[src/rtl/regfile8x16_pkg.sv]
// Shared constants and types for the 8-entry register file.
// Optional write-to-read bypass is selected in the top by REGFILE_BYPASS_EN.
package regfile8x16_pkg;

  localparam int unsigned RF_WIDTH = 16;
  localparam int unsigned RF_NREGS = 8;
  localparam int unsigned RF_SEL_W = 3;

  typedef logic [RF_WIDTH-1:0] rf_word_t;

endpackage

[src/rtl/regfile8x16_reg16.sv]
// WIDTH-bit storage register with asynchronous active-low clear and load enable.
module reg16 #(
  parameter int unsigned WIDTH = 16
) (
  input  logic             clk_i,
  input  logic             rst_ni,
  input  logic             en_i,
  input  logic [WIDTH-1:0] d_i,
  output logic [WIDTH-1:0] q_o
);

  logic [WIDTH-1:0] q_q, q_d;

  always_comb begin
    q_d = q_q;
    if (en_i) q_d = d_i;
  end

  always_ff @(posedge clk_i or negedge rst_ni) begin
    if (!rst_ni) q_q <= '0;
    else         q_q <= q_d;
  end

  assign q_o = q_q;

endmodule

[src/rtl/regfile8x16.sv]
// 8x16 register file: two combinational read ports, one synchronous write port.
// Defining REGFILE_BYPASS_EN forwards writeData to a read port selecting the write target.
module regfile8x16
  import regfile8x16_pkg::*;
#(
  parameter int unsigned WIDTH = RF_WIDTH,
  parameter int unsigned NREGS = RF_NREGS
) (
  input  logic                clk,
  input  logic                rst_n,
  input  logic [RF_SEL_W-1:0] read1RegSel,
  input  logic [RF_SEL_W-1:0] read2RegSel,
  input  logic [RF_SEL_W-1:0] writeRegSel,
  input  logic [WIDTH-1:0]    writeData,
  input  logic                writeEn,
  output logic [WIDTH-1:0]    read1Data,
  output logic [WIDTH-1:0]    read2Data
);

  logic [NREGS-1:0] wr_en;
  logic [WIDTH-1:0] regs [NREGS];
  logic [WIDTH-1:0] rd1_tree, rd2_tree;

  always_comb begin
    wr_en = '0;
    if (writeEn) wr_en[writeRegSel] = 1'b1;
  end

  for (genvar i = 0; i < NREGS; i++) begin : g_regs
    reg16 #(
      .WIDTH (WIDTH)
    ) u_reg (
      .clk_i  (clk),
      .rst_ni (rst_n),
      .en_i   (wr_en[i]),
      .d_i    (writeData),
      .q_o    (regs[i])
    );
  end

  function automatic logic [WIDTH-1:0] mux4(input logic [1:0]       s,
                                            input logic [WIDTH-1:0] a,
                                            input logic [WIDTH-1:0] b,
                                            input logic [WIDTH-1:0] c,
                                            input logic [WIDTH-1:0] d);
    logic [WIDTH-1:0] y;
    unique case (s)
      2'd0: y = a;
      2'd1: y = b;
      2'd2: y = c;
      2'd3: y = d;
    endcase
    return y;
  endfunction

  // Two 4:1 stages on sel[1:0], final 2:1 on sel[2].
  always_comb begin
    rd1_tree = read1RegSel[2] ?
               mux4(read1RegSel[1:0], regs[4], regs[5], regs[6], regs[7]) :
               mux4(read1RegSel[1:0], regs[0], regs[1], regs[2], regs[3]);
    rd2_tree = read2RegSel[2] ?
               mux4(read2RegSel[1:0], regs[4], regs[5], regs[6], regs[7]) :
               mux4(read2RegSel[1:0], regs[0], regs[1], regs[2], regs[3]);
  end

`ifdef REGFILE_BYPASS_EN
  // Forwarding is gated by rst_n so outputs stay zero throughout reset.
  always_comb begin
    read1Data = rd1_tree;
    read2Data = rd2_tree;
    if (rst_n && writeEn && (writeRegSel == read1RegSel)) read1Data = writeData;
    if (rst_n && writeEn && (writeRegSel == read2RegSel)) read2Data = writeData;
  end
`else
  always_comb begin
    read1Data = rd1_tree;
    read2Data = rd2_tree;
  end
`endif

endmodule

[config.mk]
export PLATFORM = sky130hd
export DESIGN_NAME = regfile8x16
export DESIGN_NICKNAME = d
export VERILOG_FILES = /design/src/rtl/regfile8x16_pkg.sv /design/src/rtl/regfile8x16_reg16.sv /design/src/rtl/regfile8x16.sv
export SDC_FILE = /design/constraint.sdc
export NUM_CORES = 1
export LEC_CHECK = 0
export CELL_PAD_IN_SITES_DETAIL_PLACEMENT = 0
export CELL_PAD_IN_SITES_GLOBAL_PLACEMENT = 1
export CORE_UTILIZATION = 50
export CTS_CLUSTER_SIZE = 10
export DETAILED_ROUTE_END_ITERATION = 10
export PLACE_DENSITY_LB_ADDON = 0.05
export RECOVER_POWER = 100
export REMOVE_ABC_BUFFERS = 1
export SYNTH_ARGS = -nofsm -noshare
export SYNTH_HDL_FRONTEND = slang
export SYNTH_SLANG_ARGS = --single-unit
[constraint.sdc]
create_clock -name clk -period 4.95 [get_ports clk]
set_input_delay 1.485 -clock clk [delete_from_list [all_inputs] [get_ports clk]]
set_output_delay 1.485 -clock clk [all_outputs]
set_load 0.05 [all_outputs]
Word-level counts from Yosys, hierarchy flattened. Index checks and enable logic that the tools add are counted.

Multiplexer cells: 9. Eq/ne operators: 6. Magnitude comparators: 2. Reduce and logical (&&, ||, !) cells: 3.

Operator list (number): $pmux 16 s4 (4); $mux 16 (2); $eq 2x2->1 const B (4); $mux 8 (1); $eq 2x1->1 const B (2); $logic_not 2->1 (2); $lt 3x4->1 const B (1); $demux 1 s3 (1); $ge 3x1->1 const B (1); $logic_and 1x1->1 (1); $mux 1 (1).

Output and inout bits: 32. Register bits: 128. Input bits: 28. Logic and storage cells: 28.

Logic depth before layout (Yosys ltp).
Depth in word-level cells: 5. Gate-level depth with buffers: 5. Mapped depth without buffers: 2.

Modules after synthesis. A second synthesis with hierarchy kept.

Cell total of the unflattened synthesis: 399. Area total of the unflattened synthesis: 7395.8 um^2.

Modules (own cells, without submodules): reg16 (cells each 34, area an instance 649.4 um^2, seq. area each 400.4 um^2, instances 8); regfile8x16 (cells each 127, area an instance 2200.9 um^2, seq. area each 0.0 um^2, instances 1).

Worst setup path before layout. No wires, ideal clock.

Path kind: input port to output port. Start: input port read1RegSel[2]. End: output port read1Data[1]. Cell stages on the path: 4. Slack: 808 ps. Path buffers: 2. Required time: 3465 ps. Data arrival time: 2657 ps. Cells stage by stage: buf_6 buf_6 mux4_1 mux2_2.

Cells in the longest elaborated chain, start to end: 1.

RTL lines: start, declared (RTL line regfile8x16.sv:11) `input logic [RF_SEL_W-1:0] read1RegSel,`; $mux 16 (RTL line regfile8x16.sv:58) `rd1_tree = read1RegSel[2] ?`; end, declared (RTL line regfile8x16.sv:16) `output logic [WIDTH-1:0] read1Data,`.

No other way between the ends.

Worst setup path after layout.
Start: input port read1RegSel[1]. End: output port read1Data[5].

Cells in the longest elaborated chain, start to end: 3. Elaborated cells between the ends (all ways): 7. Classes of those cells: eq/ne (3); mux (3); reduce/logical (1).

RTL lines: $eq 2x2->1 (tied with other cells) (RTL line regfile8x16.sv:47) `unique case (s)`; $pmux 16 s4 (RTL line regfile8x16.sv:47); $mux 16 * (RTL line regfile8x16.sv:58).

Mark *: on every way between the ends. The rest lies on a longest branch, timed or not.

==> impl_metrics.toml <==
[synth]
syn_inst = 394
synth_seq_cells = 128
synth.yosys.seq_area_share_pct = 45.8
synth_fa_ha_area_share_pct = 0
yosys_warnings = 0
synth-compound-area-share_pct = 0
synth_area_sq_um = 7000
synth.mux.area_fraction_pct = 49.2
synth_xor_area_share_pct = 0
syn_avg_cell_area_sq_um = 17.8
synth_top_family_by_area = "multiplexers"
synth-simple-area-share_pct = 1.59
synth_cell_types = 14

[layout]
multi_input_area_sq_um = 3530
diodes = 0
fin_nets = 480
final-seq-area_sq_um = 3200
largest_reg_flops = 128
stdcell_area_sq_um = 8140
fillers = 1046
area_growth_pct = 16.4
layout-drive-gt1-share_pct = 52.7

[worst_setup_path]
arrival_ns = 3.29
worstPathMaxFanout = 10
path_class = "in -> out"
slowest_delay_ns = 0.73
crit_slowest_cell = "dlygate4sd3_1"
end_kind = "primary output"
required_ns = 3.46
crit_chain = "dlygate4sd3_1 -> buf_4 -> mux4_1 -> mux2_2 -> clkbuf_2"
critPathTopFamily = "buffers and inverters"
crit_buf_inv = 3
r2r_cells = 1
start_kind = "primary input"
r2r_slack_ns = 4.15
worstReg2RegStart = "g_regs[6].u_reg.q_o[2]"
crit_cells = 5
rr_endpoint = "g_regs[6].u_reg.q_o[2]"

[cts]
cts_resized = 0
clockBufferDepth = 2
numCtsBuffers = 17
cts_tree = "built"
ctsHoldBuffers = 0
h-tree-depth = 4
clock_latency_ns = 0.40
cts_root_buffer = "clkbuf_16"
cts_setup_buffers = 0
clk_pin_slew_worst_paths_ns = 0.05
cts_sinks = 128

[placed_design]
place_hpwl_microns = 8740
place_ws_ns = 0.254
portBuffers = 59
gp_congestion = 0.741
place_area_sq_um = 7690

[routing]
vias = 3889
wire_per_inst_microns = 23.0
wl_met2_microns = 7320
wl_met3_microns = 486
wl_microns = 14800
ant_nets = 0
first_pass_iters = 6
drtIter0Drc = 171
drt-met1-wl_microns = 6700
top_layer_used = "met4"
viasPerCell = 6.07
drc_errors = 0

[pwr]
p_leak_nw = 3.51
finalPower_mw = 3.71
irDropWorstVdd_mv = 0.242
power_density_nw_per_um2 = 456

[global_route]
grt_pass1_vias = 4046
antenna_found_initial = 0
grt_pass1_wl_microns = 23500
track_usage_pct = 22.5
grt_max_degree = 80
gr-total-overflow = 0

[hold_path]
min_path_type = "reg -> reg"
whs_endpoint = "g_regs[0].u_reg.q_o[1]"
min_from = "g_regs[0].u_reg.q_o[1]"
hold_path_depth = 1

[floorplanning]
die_h_microns = 120
start_util_pct = 52.0
die-area_sq_um = 14500
core_sq_um = 13500
io_pins = 60
std_cell_rows = 42
die_w_microns = 120

[timing]
hold_viol_final = 0
period_needed_ns = 4.78
setup_violations = 0
final_max_slew_viol_count = 66
tns_ns = 0
rsz0062_at_grt = "false"
layout_setup_ws_ns = 0.172
period_share_pct = 96.5
worst_slew_pin_slew_ns = 2.73
finClkSkew_ns = 0
fmaxAchievable_ghz = 0.209
slew_headroom_pct = -82.3
worst_hold_slack_ns = 0.513

[flow_run]
cap_violations = 2

[run_status]
outcome = "finished with violations"
failed_checks = "capacitance limit, slew limit"
metal layers:
layer	vias up	track usage [%]
li1	1728	-
met3	22	4.58
met5	-	0
met4	0	8.87
met2	85	36.0
met1	2054	30.4
metrics by stage:
stage / instances / util (%)
6_report: 641 / 60.5
5_1_grt: 641 / 60.5
4_1_cts: 641 / 61.7
3_5_place_dp: 609 / 57.1
3_3_place_gp: 609 / 57.1
2_1_floorplan: 360 / -
logic make-up (layout without fill, tap and decap cells):
logic type / count (synthesis) / in the layout
muxes: 224 / 224
DFF: 128 / 128
buffers and inverters: 34 / 105
and+or+nand+nor: 8 / 8
cells in the final DEF, fill, tap and decap left out, types with 2 or more instances in the layout:
cell type        count
buf_12               4
buf_2                2
buf_4               18
clkbuf_1             9
clkbuf_16           17
clkbuf_2            17
clkbuf_8            10
clkdlybuf4s50_1     20
clkinv_2             2
dfrtp_1            128
dlygate4sd3_1        4
mux2_2             160
mux4_1              53
mux4_2              11
nand4b_2             2
nor4bb_1             3
synth_stat cells, drive strengths merged:
library cell | count | share of area (%)
clkbuf | 7 | 0.39
nand4b | 3 | 0.64
mux4 | 64 | 23
buf | 27 | 3.0
mux2 | 160 | 26
dfrtp | 128 | 46
nor4bb | 3 | 0.43
nor4b | 1 | 0.34
nand4 | 1 | 0.18
how the worst max path moves through the flow:
stage / start / end / slack (ns)
after detailed placement: read1RegSel[1] / read1Data[13] / 0.25
after global routing: read2RegSel[1] / read2Data[2] / 0.11
after floorplan: read1RegSel[2] / read1Data[10] / 1.08
final: read1RegSel[1] / read1Data[5] / 0.17
after global placement: read1RegSel[1] / read1Data[13] / 0.27
after CTS: read1RegSel[1] / read1Data[13] / 0.25
layout make-up:
class / count / share of cell area (%)
Clock inverter: 3 / 0.492
Tap cell: 176 / 2.70
Sequential cell: 128 / 39.3
Timing Repair Buffer: 73 / 7.17
Multi-Input combinational cell: 232 / 43.3
Clock buffer: 29 / 7.01
power by group:
group	switching, mW	total, mW	internal, mW
clock	0.412	1.24	0.824
combinational	0.513	1.04	0.527
sequential	0.155	1.44	1.28
total	1.08	3.71	2.63
Note: power is estimated with default switching activity, not from simulation.
